<file path="config.mk">
export PLATFORM = sky130hd
export DESIGN_NAME = prco_lmem_arbiter_flat
export DESIGN_NICKNAME = d
export VERILOG_FILES = /design/src/rtl/prco_lmem_arbiter_if.sv /design/src/rtl/prco_lmem_arbiter.sv /design/src/flat_wrapper.sv
export SDC_FILE = /design/constraint.sdc
export NUM_CORES = 1
export LEC_CHECK = 0
export CAP_MARGIN = 20
export CORE_MARGIN = 2
export CORE_UTILIZATION = 30
export CTS_CLUSTER_SIZE = 12
export DETAILED_ROUTE_END_ITERATION = 12
export GPL_ROUTABILITY_DRIVEN = 0
export PLACE_DENSITY = 0.64
export SYNTH_ARGS = -nofsm -noshare
export SYNTH_HDL_FRONTEND = slang
export SYNTH_SLANG_ARGS = --single-unit
</file>
<file path="constraint.sdc">
create_clock -name i_clk -period 3.8 [get_ports i_clk]
set_clock_uncertainty 0.15 [all_clocks]
set_input_delay 0.76 -clock i_clk [delete_from_list [all_inputs] [get_ports i_clk]]
set_output_delay 0.76 -clock i_clk [all_outputs]
set_load 0.1 [all_outputs]
</file>
<file path="src/rtl/prco_lmem_arbiter_if.sv">
// Local-memory arbiter bus bundle.
// Groups the three requester ports (fetch F, data D, loader L), the shared
// status outputs (err/busy) and the single-port local-memory interface.
//   slave  : view taken by the arbiter (requests in, completions/memory strobes out)
//   master : view taken by the requesters and the memory model
interface prco_lmem_arbiter_if #(
  parameter int P_ADDR_W = 16
);
  // Fetch port (read-only)
  logic                i_f_req;
  logic [P_ADDR_W-1:0] i_f_addr;
  logic                q_f_done;
  logic [15:0]         q_f_rdata;
  // Data port (load/store)
  logic                i_d_req;
  logic                i_d_we;
  logic [P_ADDR_W-1:0] i_d_addr;
  logic [15:0]         i_d_wdata;
  logic                q_d_done;
  logic [15:0]         q_d_rdata;
  // Loader port (write-only)
  logic                i_l_req;
  logic [P_ADDR_W-1:0] i_l_addr;
  logic [15:0]         i_l_wdata;
  logic                q_l_done;
  // Status
  logic                q_err;
  logic                q_busy;
  // Local memory
  logic                q_mem_ce;
  logic                q_mem_we;
  logic [P_ADDR_W-1:0] q_mem_addr;
  logic [15:0]         q_mem_dina;
  logic [15:0]         i_mem_douta;

  modport slave (
    input  i_f_req, i_f_addr,
    output q_f_done, q_f_rdata,
    input  i_d_req, i_d_we, i_d_addr, i_d_wdata,
    output q_d_done, q_d_rdata,
    input  i_l_req, i_l_addr, i_l_wdata,
    output q_l_done,
    output q_err, q_busy,
    output q_mem_ce, q_mem_we, q_mem_addr, q_mem_dina,
    input  i_mem_douta
  );

  modport master (
    output i_f_req, i_f_addr,
    input  q_f_done, q_f_rdata,
    output i_d_req, i_d_we, i_d_addr, i_d_wdata,
    input  q_d_done, q_d_rdata,
    output i_l_req, i_l_addr, i_l_wdata,
    input  q_l_done,
    input  q_err, q_busy,
    input  q_mem_ce, q_mem_we, q_mem_addr, q_mem_dina,
    output i_mem_douta
  );
endinterface

</file>
<file path="src/rtl/prco_lmem_arbiter.sv">
// Single-port local-memory arbiter/sequencer.
// Shares a 16-bit, 1-cycle synchronous-read memory between instruction fetch
// (F, read), the ALU data port (D, read/write) and the UART loader (L, write).
// One access at a time: IDLE -> ACCESS (memory strobe) -> RESP (done pulse).
// Ports:
//   i_clk   : clock, rising edge
//   i_reset : asynchronous active-high reset
//   bus     : prco_lmem_arbiter_if.slave (requester ports, err/busy, memory side)
module prco_lmem_arbiter #(
  parameter int P_LMEM_DEPTH = 256,
  parameter int P_ADDR_W     = 16
) (
  input  logic                 i_clk,
  input  logic                 i_reset,
  prco_lmem_arbiter_if.slave   bus
);

  localparam int                DATA_W  = 16;
  localparam logic [P_ADDR_W:0] DEPTH_X = (P_ADDR_W + 1)'(P_LMEM_DEPTH);

  typedef enum logic [1:0] {S_IDLE = 2'd0, S_ACCESS = 2'd1, S_RESP = 2'd2} state_t;
  typedef enum logic [1:0] {OWN_F = 2'd0, OWN_D = 2'd1, OWN_L = 2'd2} owner_t;

  state_t              state_q, state_d;
  owner_t              owner_q, gnt_owner;
  logic                we_q, oor_q;
  logic                rr_last_d_q;   // 1: last F/D grant went to D
  logic [P_ADDR_W-1:0] mem_addr_q, gnt_addr;
  logic [DATA_W-1:0]   mem_dina_q, gnt_wdata;
  logic [DATA_W-1:0]   f_rdata_q, d_rdata_q, rd_val;
  logic                arb_en, in_resp;
  logic                f_m, d_m, l_m;
  logic                gnt_f, gnt_d, gnt_l, gnt_any, gnt_we, gnt_oor;

  always_ff @(posedge i_clk or posedge i_reset) begin
    if (i_reset) begin
      state_q     <= S_IDLE;
      owner_q     <= OWN_F;
      we_q        <= 1'b0;
      oor_q       <= 1'b0;
      rr_last_d_q <= 1'b1;
      mem_addr_q  <= '0;
      mem_dina_q  <= '0;
      f_rdata_q   <= '0;
      d_rdata_q   <= '0;
    end else begin
      state_q <= state_d;
      if (gnt_any) begin
        owner_q <= gnt_owner;
        we_q    <= gnt_we;
        oor_q   <= gnt_oor;
        // Out-of-range requests never reach the memory pins, so the
        // address/data latches keep the last forwarded access.
        if (!gnt_oor) begin
          mem_addr_q <= gnt_addr;
          mem_dina_q <= gnt_wdata;
        end
      end
      if (gnt_f) rr_last_d_q <= 1'b0;
      if (gnt_d) rr_last_d_q <= 1'b1;
      if (in_resp && owner_q == OWN_F) f_rdata_q <= rd_val;
      if (in_resp && owner_q == OWN_D) d_rdata_q <= rd_val;
    end
  end

  always_comb begin
    in_resp = (state_q == S_RESP);
    arb_en  = (state_q == S_IDLE) || in_resp;
    // The owner in RESP still holds req during its done cycle; mask it so
    // the same request is not granted twice.
    f_m = bus.i_f_req & ~(in_resp & (owner_q == OWN_F));
    d_m = bus.i_d_req & ~(in_resp & (owner_q == OWN_D));
    l_m = bus.i_l_req & ~(in_resp & (owner_q == OWN_L));

    gnt_l   = arb_en & l_m;
    gnt_f   = arb_en & ~l_m & f_m & (~d_m | rr_last_d_q);
    gnt_d   = arb_en & ~l_m & d_m & (~f_m | ~rr_last_d_q);
    gnt_any = gnt_l | gnt_f | gnt_d;

    gnt_owner = OWN_F;
    gnt_addr  = bus.i_f_addr;
    gnt_wdata = mem_dina_q;
    gnt_we    = 1'b0;
    if (gnt_l) begin
      gnt_owner = OWN_L;
      gnt_addr  = bus.i_l_addr;
      gnt_wdata = bus.i_l_wdata;
      gnt_we    = 1'b1;
    end else if (gnt_d) begin
      gnt_owner = OWN_D;
      gnt_addr  = bus.i_d_addr;
      gnt_wdata = bus.i_d_wdata;
      gnt_we    = bus.i_d_we;
    end
    gnt_oor = ({1'b0, gnt_addr} >= DEPTH_X);

    state_d = state_q;
    case (state_q)
      S_IDLE, S_RESP: state_d = gnt_any ? (gnt_oor ? S_RESP : S_ACCESS) : S_IDLE;
      S_ACCESS:       state_d = S_RESP;
      default:        state_d = S_IDLE;
    endcase

    rd_val = (we_q | oor_q) ? '0 : bus.i_mem_douta;
  end

  assign bus.q_mem_ce   = (state_q == S_ACCESS);
  assign bus.q_mem_we   = (state_q == S_ACCESS) & we_q;
  assign bus.q_mem_addr = mem_addr_q;
  assign bus.q_mem_dina = mem_dina_q;
  assign bus.q_busy     = (state_q != S_IDLE);
  assign bus.q_f_done   = in_resp & (owner_q == OWN_F);
  assign bus.q_d_done   = in_resp & (owner_q == OWN_D);
  assign bus.q_l_done   = in_resp & (owner_q == OWN_L);
  assign bus.q_err      = in_resp & oor_q;
  // Read data is presented in the RESP cycle straight from the memory's
  // registered output, then held until the owner's next response.
  assign bus.q_f_rdata  = bus.q_f_done ? rd_val : f_rdata_q;
  assign bus.q_d_rdata  = bus.q_d_done ? rd_val : d_rdata_q;

endmodule

</file>
<file path="src/flat_wrapper.sv">
// flat-port wrapper written by rule: the top's interface ports become plain ports
module prco_lmem_arbiter_flat 
#(
  parameter int P_LMEM_DEPTH = 256,
  parameter int P_ADDR_W     = 16
)
  (i_clk, i_reset, bus_i_f_req, bus_i_f_addr, bus_q_f_done, bus_q_f_rdata, bus_i_d_req, bus_i_d_we, bus_i_d_addr, bus_i_d_wdata, bus_q_d_done, bus_q_d_rdata, bus_i_l_req, bus_i_l_addr, bus_i_l_wdata, bus_q_l_done, bus_q_err, bus_q_busy, bus_q_mem_ce, bus_q_mem_we, bus_q_mem_addr, bus_q_mem_dina, bus_i_mem_douta);
  prco_lmem_arbiter_if #(.P_ADDR_W(P_ADDR_W)) bus_i ();
  input  logic i_clk;
  input  logic i_reset;
  input wire logic [$bits(bus_i.i_f_req)-1:0] bus_i_f_req;
  input wire logic [$bits(bus_i.i_f_addr)-1:0] bus_i_f_addr;
  output wire logic [$bits(bus_i.q_f_done)-1:0] bus_q_f_done;
  output wire logic [$bits(bus_i.q_f_rdata)-1:0] bus_q_f_rdata;
  input wire logic [$bits(bus_i.i_d_req)-1:0] bus_i_d_req;
  input wire logic [$bits(bus_i.i_d_we)-1:0] bus_i_d_we;
  input wire logic [$bits(bus_i.i_d_addr)-1:0] bus_i_d_addr;
  input wire logic [$bits(bus_i.i_d_wdata)-1:0] bus_i_d_wdata;
  output wire logic [$bits(bus_i.q_d_done)-1:0] bus_q_d_done;
  output wire logic [$bits(bus_i.q_d_rdata)-1:0] bus_q_d_rdata;
  input wire logic [$bits(bus_i.i_l_req)-1:0] bus_i_l_req;
  input wire logic [$bits(bus_i.i_l_addr)-1:0] bus_i_l_addr;
  input wire logic [$bits(bus_i.i_l_wdata)-1:0] bus_i_l_wdata;
  output wire logic [$bits(bus_i.q_l_done)-1:0] bus_q_l_done;
  output wire logic [$bits(bus_i.q_err)-1:0] bus_q_err;
  output wire logic [$bits(bus_i.q_busy)-1:0] bus_q_busy;
  output wire logic [$bits(bus_i.q_mem_ce)-1:0] bus_q_mem_ce;
  output wire logic [$bits(bus_i.q_mem_we)-1:0] bus_q_mem_we;
  output wire logic [$bits(bus_i.q_mem_addr)-1:0] bus_q_mem_addr;
  output wire logic [$bits(bus_i.q_mem_dina)-1:0] bus_q_mem_dina;
  input wire logic [$bits(bus_i.i_mem_douta)-1:0] bus_i_mem_douta;
  assign bus_i.i_f_req = bus_i_f_req;
  assign bus_i.i_f_addr = bus_i_f_addr;
  assign bus_q_f_done = bus_i.q_f_done;
  assign bus_q_f_rdata = bus_i.q_f_rdata;
  assign bus_i.i_d_req = bus_i_d_req;
  assign bus_i.i_d_we = bus_i_d_we;
  assign bus_i.i_d_addr = bus_i_d_addr;
  assign bus_i.i_d_wdata = bus_i_d_wdata;
  assign bus_q_d_done = bus_i.q_d_done;
  assign bus_q_d_rdata = bus_i.q_d_rdata;
  assign bus_i.i_l_req = bus_i_l_req;
  assign bus_i.i_l_addr = bus_i_l_addr;
  assign bus_i.i_l_wdata = bus_i_l_wdata;
  assign bus_q_l_done = bus_i.q_l_done;
  assign bus_q_err = bus_i.q_err;
  assign bus_q_busy = bus_i.q_busy;
  assign bus_q_mem_ce = bus_i.q_mem_ce;
  assign bus_q_mem_we = bus_i.q_mem_we;
  assign bus_q_mem_addr = bus_i.q_mem_addr;
  assign bus_q_mem_dina = bus_i.q_mem_dina;
  assign bus_i.i_mem_douta = bus_i_mem_douta;
  prco_lmem_arbiter #(.P_LMEM_DEPTH(P_LMEM_DEPTH), .P_ADDR_W(P_ADDR_W)) u_core (.i_clk(i_clk), .i_reset(i_reset), .bus(bus_i));
endmodule
</file>
Word level (Yosys, flattened, before mapping) --
Index checks and enable logic that the tools add are counted.
Storage, ports and cells: memory bits (writable) 0, memories 0, bits in latches 0, ROM bits 0, output and inout bits 71, flip-flop bits (word level) 71
Cells by class: order comparisons 1, bitwise gates (word level) 27, muxes and demuxes 16, add/subtract/negate cells 0, shift-type cells 0, reductions and logical operators 11, eq/ne operators 4, $mul 0, divide/modulo/power cells 0
Operators with widths (count):
- $mux W16 | 7
- $ge A16 B9 Y1 const B | 1
- $and A1 B1 Y1 | 14
- $not A1 Y1 | 8
- $mux W2 | 3
- $reduce_bool A2 Y1 | 3
- $mux W1 | 5
- $or A1 B1 Y1 | 5
- $eq A2 B1 Y1 const B | 2
- $eq A2 B2 Y1 const B | 2
- $logic_not A2 Y1 | 2
- $pmux W2 S2 | 1
- $reduce_and A3 Y1 | 1
- $logic_and A1 B1 Y1 | 2
- $reduce_and A2 Y1 | 1
- $reduce_or A2 Y1 | 1
- $logic_or A1 B1 Y1 | 1

Logic depth before layout (Yosys ltp) --
depth in word-level cells 14, mapped depth 8, depth with buffers taken out 5

Worst setup path before layout --
OpenSTA, ideal clock, no wires.
path type register to output, start point reg u_core.state_q[0], end point out bus_q_f_rdata[0], arrival 3.379 ns, data required time 2.890 ns, setup slack -0.489 ns, cell stages (with the launch flop) 6, cells stage by stage dfrtp_1 > nand2b_1 > or3_1 > clkbuf_1 > clkbuf_1 > o21ai_0
On the way: word-level cells in the longest chain between the ends 3
RTL lines:
- from (decl) | RTL line prco_lmem_arbiter.sv:24 | state_t state_q, state_d;
- from (signal assigned) | RTL line prco_lmem_arbiter.sv:47 | state_q <= state_d;
- $eq A2 B2 Y1 | RTL line prco_lmem_arbiter.sv:67 | in_resp = (state_q == S_RESP);
- $and A1 B1 Y1 | RTL line prco_lmem_arbiter.sv:112 | assign bus.q_f_done = in_resp & (owner_q == OWN_F);
- $mux W16 | RTL line prco_lmem_arbiter.sv:118 | assign bus.q_f_rdata = bus.q_f_done ? rd_val : f_rdata_q;
- to (decl) | RTL line flat_wrapper.sv:14 | output wire logic [$bits(bus_i.q_f_rdata)-1:0] bus_q_f_rdata;
Every way passes these cells.

Worst setup path after layout --
start point reg u_core.state_q[0], end point out bus_q_f_rdata[13]
Same word-level chain as after synthesis.

==> qor.csv <==
stage,metric,value,unit
drt,wl_per_cell,15.3,um
critical_path,end_kind,output pin,
global_routing,grt_max_degree,39,
yosys,syn_area_per_cell,9.98,um^2
critical_path,path_max_fanout,33,
timing,grt_setup_unrepaired,no,
die,core,10400,um^2
timing,period_share,90.0,%
critical_path,cpPeakStageDelay,0.74,ns
timing,setup_tns,0,ns
timing,fin_crit,3.42,ns
critical_path,reg2regPathDepth,7,
min_path,hold_class,flop to flop,
die,num_rows,37,
min_path,whs_path_depth,2,
cts,cts_resized,0,
cells_and_area,layoutNonFillerInstCount,634,
min_path,hp-start,u_core.f_rdata_q[2],
yosys,ys_warn_count,0,
global_routing,gr-total-overflow,0,
drt,routed_wl,9690,um
drt,ant_nets,0,
timing,fin_hold_ws,0.345,ns
cts,cts_post_setup_buffers_inserted,0,
cells_and_area,finalNetCount,596,
timing,relSlewSlack,33.0,%
outcome,run_status,completed,
cts,clock-sinks,71,
drt,drc_errors,0,
cells_and_area,area_growth,68.4,%
timing,tightest_slew,1.00,ns
die,initial_utilization,31.0,%
critical_path,rr_startpoint,u_core.state_q[1],
yosys,synth_nets,424,
cells_and_area,multiInputGateArea,1320,um^2
cells_and_area,seqCellArea,1780,um^2
cts,numCtsBuffers,9,
drt,via_count,3030,
cts,clock_path_buffers,2,
cts,insertion_delay,0.33,ns
drt,via_per_inst,4.78,
critical_path,timing.rr.end,u_core.bus.q_mem_dina[8],
cts,cts_tree,built,
job,maxCapViolations,0,
critical_path,arrival,2.51,ns
yosys,ys_seq_elements,71,
yosys,synth_top_flop_cell,dfrtp_1,
placed_design,dp_hpwl,7170,um
drt,drt-pass1-iter-count,4,
min_path,hold-path-endpoint,u_core.f_rdata_q[2],
timing,fmax,0.292,GHz
critical_path,ff2ff_setup_slack,1.10,ns
timing,hold_viol,0,
global_routing,track_usage,16.9,%
cts,ctsHoldBuffers,0,
yosys,seq_area_frac_synth,55.3,%
critical_path,cp.required,2.89,ns
critical_path,critPathTopFamily,simple AND/OR/NAND/NOR gates,
critical_path,crit_buf_inv,1,
timing,setup_violations,0,
yosys,synth_cell_types,43,
global_routing,grt_antenna_before_repair,0,
cts,cts-root-buf,clkbuf_8,
global_routing,grt_first_pass_wirelength,15400,um
critical_path,critical_path_class,flop to output pin,
die,fp.dieArea,11600,um^2
global_routing,grt_pass1_vias,3116,
cells_and_area,fin_util,52.2,%
die,die_y,107,um
placed_design,portBuffers,172,
drt,dr.first_iter.drc_count,90,
yosys,syn_area,3210,um^2
cts,htreeDepth,3,
die,die_w,107,um
yosys,synthArstFlopShare,100,%
critical_path,cp-start-kind,flop,
critical_path,path_cells,"nand2b_1, or3_1, o21ai_0, buf_4",
timing,final_max_slew_viol_count,0,
critical_path,crit_slowest_cell,or3_1,
cells_and_area,diodes,0,
cts,path_clk_slew,0.07,ns
yosys,synth_edf_count,0,
placed_design,placed_cells,618,
cells_and_area,drive_gt1_share,15.9,%
die,ios,173,
yosys,synthCells,322,
cells_and_area,fillers,978,
==> cell type report <==
class | count | area share (%)
flip-flops and latches | 71 | 32.9
repair buffers | 183 | 35.9
clock inverters | 6 | 1.13
inverters | 6 | 0.416
well taps | 136 | 3.14
multi-input cells | 223 | 24.3
clock buffers | 9 | 2.29
==> through the flow <==
step	area, um^2	setup slack, ns
after floorplan	3210	-0.489
after global placement	5210	0.196
after detailed placement	5210	0.0484
after CTS	5400	0.342
after global routing	5410	0.190
final	5410	0.379
==> cells by family after synthesis <==
logic type             Yosys count  share of synthesized area, %
flip-flops                      71                          55.3
buffers and inverters           28                          3.74
AO/OA/AOI/OAI                  100                          18.5
multiplexers                    24                          7.79
AND/OR/NAND/NOR                 99                          14.7
==> synth_stat cells (2+ instances only) <==
master	instances	share of area (%)
or4_1	3	0.70
nor2_1	11	1.3
a21oi_1	3	0.47
a211oi_1	2	0.47
o21ai_0	71	11
mux2i_1	16	5.0
nand2_1	50	5.8
nor2b_1	11	2.1
buf_2	3	0.47
a31oi_1	8	1.6
and2_1	2	0.39
nand2b_1	2	0.39
o21ai_1	2	0.31
mux2_2	8	2.8
inv_1	6	0.70
dfrtp_1	70	55
clkbuf_1	16	1.9
nor4_1	3	0.58
a21o_1	2	0.47
nand3_1	10	1.6
==> worst min-delay path, stage by stage (launching register included) <==
cell and delay (ns):
dfrtp_1 0.32, nand2_1 0.04, o21ai_1 0.09
==> flip-flops by register name (all words and copies together) (netlist names) <==
register,count
u_core.bus.q_mem_addr,16
u_core.bus.q_mem_dina,16
u_core.d_rdata_q,16
u_core.f_rdata_q,16
u_core.owner_q,2
u_core.state_q,2
u_core.oor_q,1
u_core.rr_last_d_q,1
u_core.we_q,1
==> metal layers <==
metal	global-route usage [%]	part of all wire, %	vias up
met5	0	0	-
met4	5.59	1.3	0
met3	4.00	7.0	11
met2	29.5	50	100
met1	20.4	41	1447
li1	-	-	1472
==> layout by cell type (no fill, tap or decap), types with 2 or more instances in the layout <==
cell               n
a211oi_1           2
a21o_1             2
a21oi_1            3
a31oi_1            8
and2_1             2
buf_12            18
buf_4             30
clkbuf_8          10
clkdlybuf4s50_1  134
clkinv_2           3
dfrtp_1           70
inv_1              5
mux2_2             8
mux2i_1           16
nand2_1           50
nand2b_1           2
nand3_1           10
nor2_1            11
nor2b_1           11
nor4_1             3
o21ai_0           49
o21ai_1           24
or4_1              3
==> worst max path at each step <==
stage                                 start                       end  slack, ns  cells past startpoint
after global routing      u_core.state_q[0]         bus_q_f_rdata[13]       0.19                      4
after CTS                 u_core.state_q[0]         bus_q_f_rdata[13]       0.34                      4
after global placement          bus_i_l_req  u_core.bus.q_mem_dina[7]       0.20                      6
after detailed placement        bus_i_l_req  u_core.bus.q_mem_dina[1]       0.05                      6
after floorplan           u_core.state_q[0]          bus_q_f_rdata[0]      -0.49                      5
final                     u_core.state_q[0]         bus_q_f_rdata[13]       0.38                      4
Power is left out: the tool's default activity adds up to more than one toggle a clock period on the data nets, which glitch-free logic cannot reach.
==> RTL edit: new RTL, config.mk and constraints unchanged <==
Make the reset (`i_reset`) synchronous in one clocked block. Comments in the files are not updated.
--- a/src/rtl/prco_lmem_arbiter.sv
+++ b/src/rtl/prco_lmem_arbiter.sv
@@ -32,7 +32,7 @@
   logic                f_m, d_m, l_m;
   logic                gnt_f, gnt_d, gnt_l, gnt_any, gnt_we, gnt_oor;
 
-  always_ff @(posedge i_clk or posedge i_reset) begin
+  always_ff @(posedge i_clk) begin
     if (i_reset) begin
       state_q     <= S_IDLE;
       owner_q     <= OWN_F;
Check against the original RTL: differs if i_reset is asserted again (counterexample within 4 cycles, from zero or initial values and one cycle with i_reset high); with i_reset held inactive, the same outputs for 10 cycles.
==> RTL edit against the original RTL <==
- routed wire length increased by 3.3%
- cell count grew 7.4%
- area after synthesis decreased by 1.6%
- critical path depth is the same
- die area down 1.5%
- final area decreased by 5.5%
- sequential cell count stayed put
- sequential share of layout area shrank 5.1 points
- worst setup slack better by 86 ps
- critical path type unchanged
- largest cell class unchanged
Power is left out: it rests on default switching activity, and per cell area and clock period it moved more than threefold.
==> RTL edit: results (changes against the original RTL) <==
worst reg2reg path startpoint=u_core.state_q[1]; MaxCap Viol Count=0 (unchanged); fill count=1010 (+3.3%); Slew headroom=32.70% (-0.27 points); status=completed; Hold Path Origin=u_core.bus.q_mem_addr[0]; pin count of the biggest net entering global routing=43 (+10%); reg2reg end=u_core.bus.q_mem_dina[8]; Routed WL=10.01 mm (+3.3%); vias post-DR=3322 (+9.6%); CP top delay family=simple AND/OR/NAND/NOR gates; Final Hold Viols=0 (unchanged); Area contributors post-synth=dfxtp_1, nand2_1, and2_1; WL met1=4.261 mm (+6.1%); syn_nets=479 (+13%); nets=642 (+7.7%); reg2reg setup slack=820 ps (-280 ps); DP Wirelength=7.413 mm (+3.3%); CP peak stage delay=770 ps (+30 ps); Num CTS Buffers=9 (unchanged); share of layout cells above drive strength 1=15.23% (-0.63 points); crit-path max FO=34 (+3.0%); dpl cells=663 (+7.3%); Mapped Cells=377 (+17%); met3 Use GR=6.079% (+2.1 points); critical path's slowest cell=or3b_2; grt met1 use=21.04% (+0.62 points); Area after DPL=4887 sq um (-6.2%); I/O Buffers=172 (unchanged); met3 wire len=881 um (+29%); drt initial violations=155 (+72%); share of the yosys chip area belonging to registers=44.95% (-10 points); fin cells=681 (+7.4%); Async S/R FF share, synth=0% (-100 points); R2R depth=6 (-1); vias in the first global route=3205 (+2.9%); Hold Crit Class=flop to flop; GR Layer Usage met2=29.89% (+0.42 points); Worst EP arrival=2430 ps (-80 ps); Synth top cells by count=dfxtp_1, nand2_1, o21ai_0; Hold Path End=u_core.bus.q_mem_addr[0]; Total GRT Usage=17.39% (+0.50 points); top_reg_cell synth=dfxtp_1; first-pass GRT wire length=15.83 mm (+2.7%); met2 wire length=4.826 mm (-0.78%)
==> RTL edit: changes by cell type after synthesis, sizes merged, moves of 10 or more <==
cell,unedited run,this run
dfxtp,0,71
dfrtp,70,0
a21oi,3,19
nand2,50,60
a211oi,2,18
o22ai,1,17
and2,2,34
mux2i,16,0
nor2b,11,1
o21ai,73,41
nor2,11,23
==> RTL edit: cell families (layout without fill, tap and decap cells) <==
group / Yosys count / after routing / share of synthesized area [%]
simple gates: 146 / 146 / 23.39
buf+inv: 36 / 204 / 4.788
flops: 71 / 71 / 44.95
mux: 8 / 8 / 2.849
compound gates: 116 / 116 / 24.02
==> RTL edit: area by class of cell <==
cell class	instances	area share, %
tap	136	3.326
multi-input combinational	270	31.06
clock buffer	9	2.421
timing repair buffer	182	33.99
sequential	71	27.78
inverter	6	0.4402
clock inverter	7	0.9782
==> RTL edit: through the flow <==
step           worst slack [ps]  hold WS, ps  TNS, ps  utilization (%)
2_1_floorplan            -593.1        300.8    -6682                -
3_3_place_gp              356.5        295.8        0            47.55
3_5_place_dp              283.5        302.4        0            47.55
4_1_cts                   336.4        314.4        0            49.25
5_1_grt                   259.8        341.4        0            49.78
6_report                  464.8        309.7        0            49.78
==> RTL edit: worst max-delay path by stage <==
stage / depth (start not counted) / start / slack (ps) / end
floorplan: 5 / u_core.state_q[0] / -590 / bus_q_d_rdata[4]
global placement: 7 / bus_i_d_addr[15] / 360 / u_core.bus.q_mem_dina[6]
detailed placement: 7 / bus_i_d_addr[10] / 280 / u_core.bus.q_mem_dina[5]
CTS: 5 / u_core.state_q[0] / 340 / bus_q_f_rdata[12]
global route: 4 / u_core.state_q[0] / 260 / bus_q_d_rdata[9]
finish: 4 / u_core.state_q[0] / 460 / bus_q_d_rdata[1]
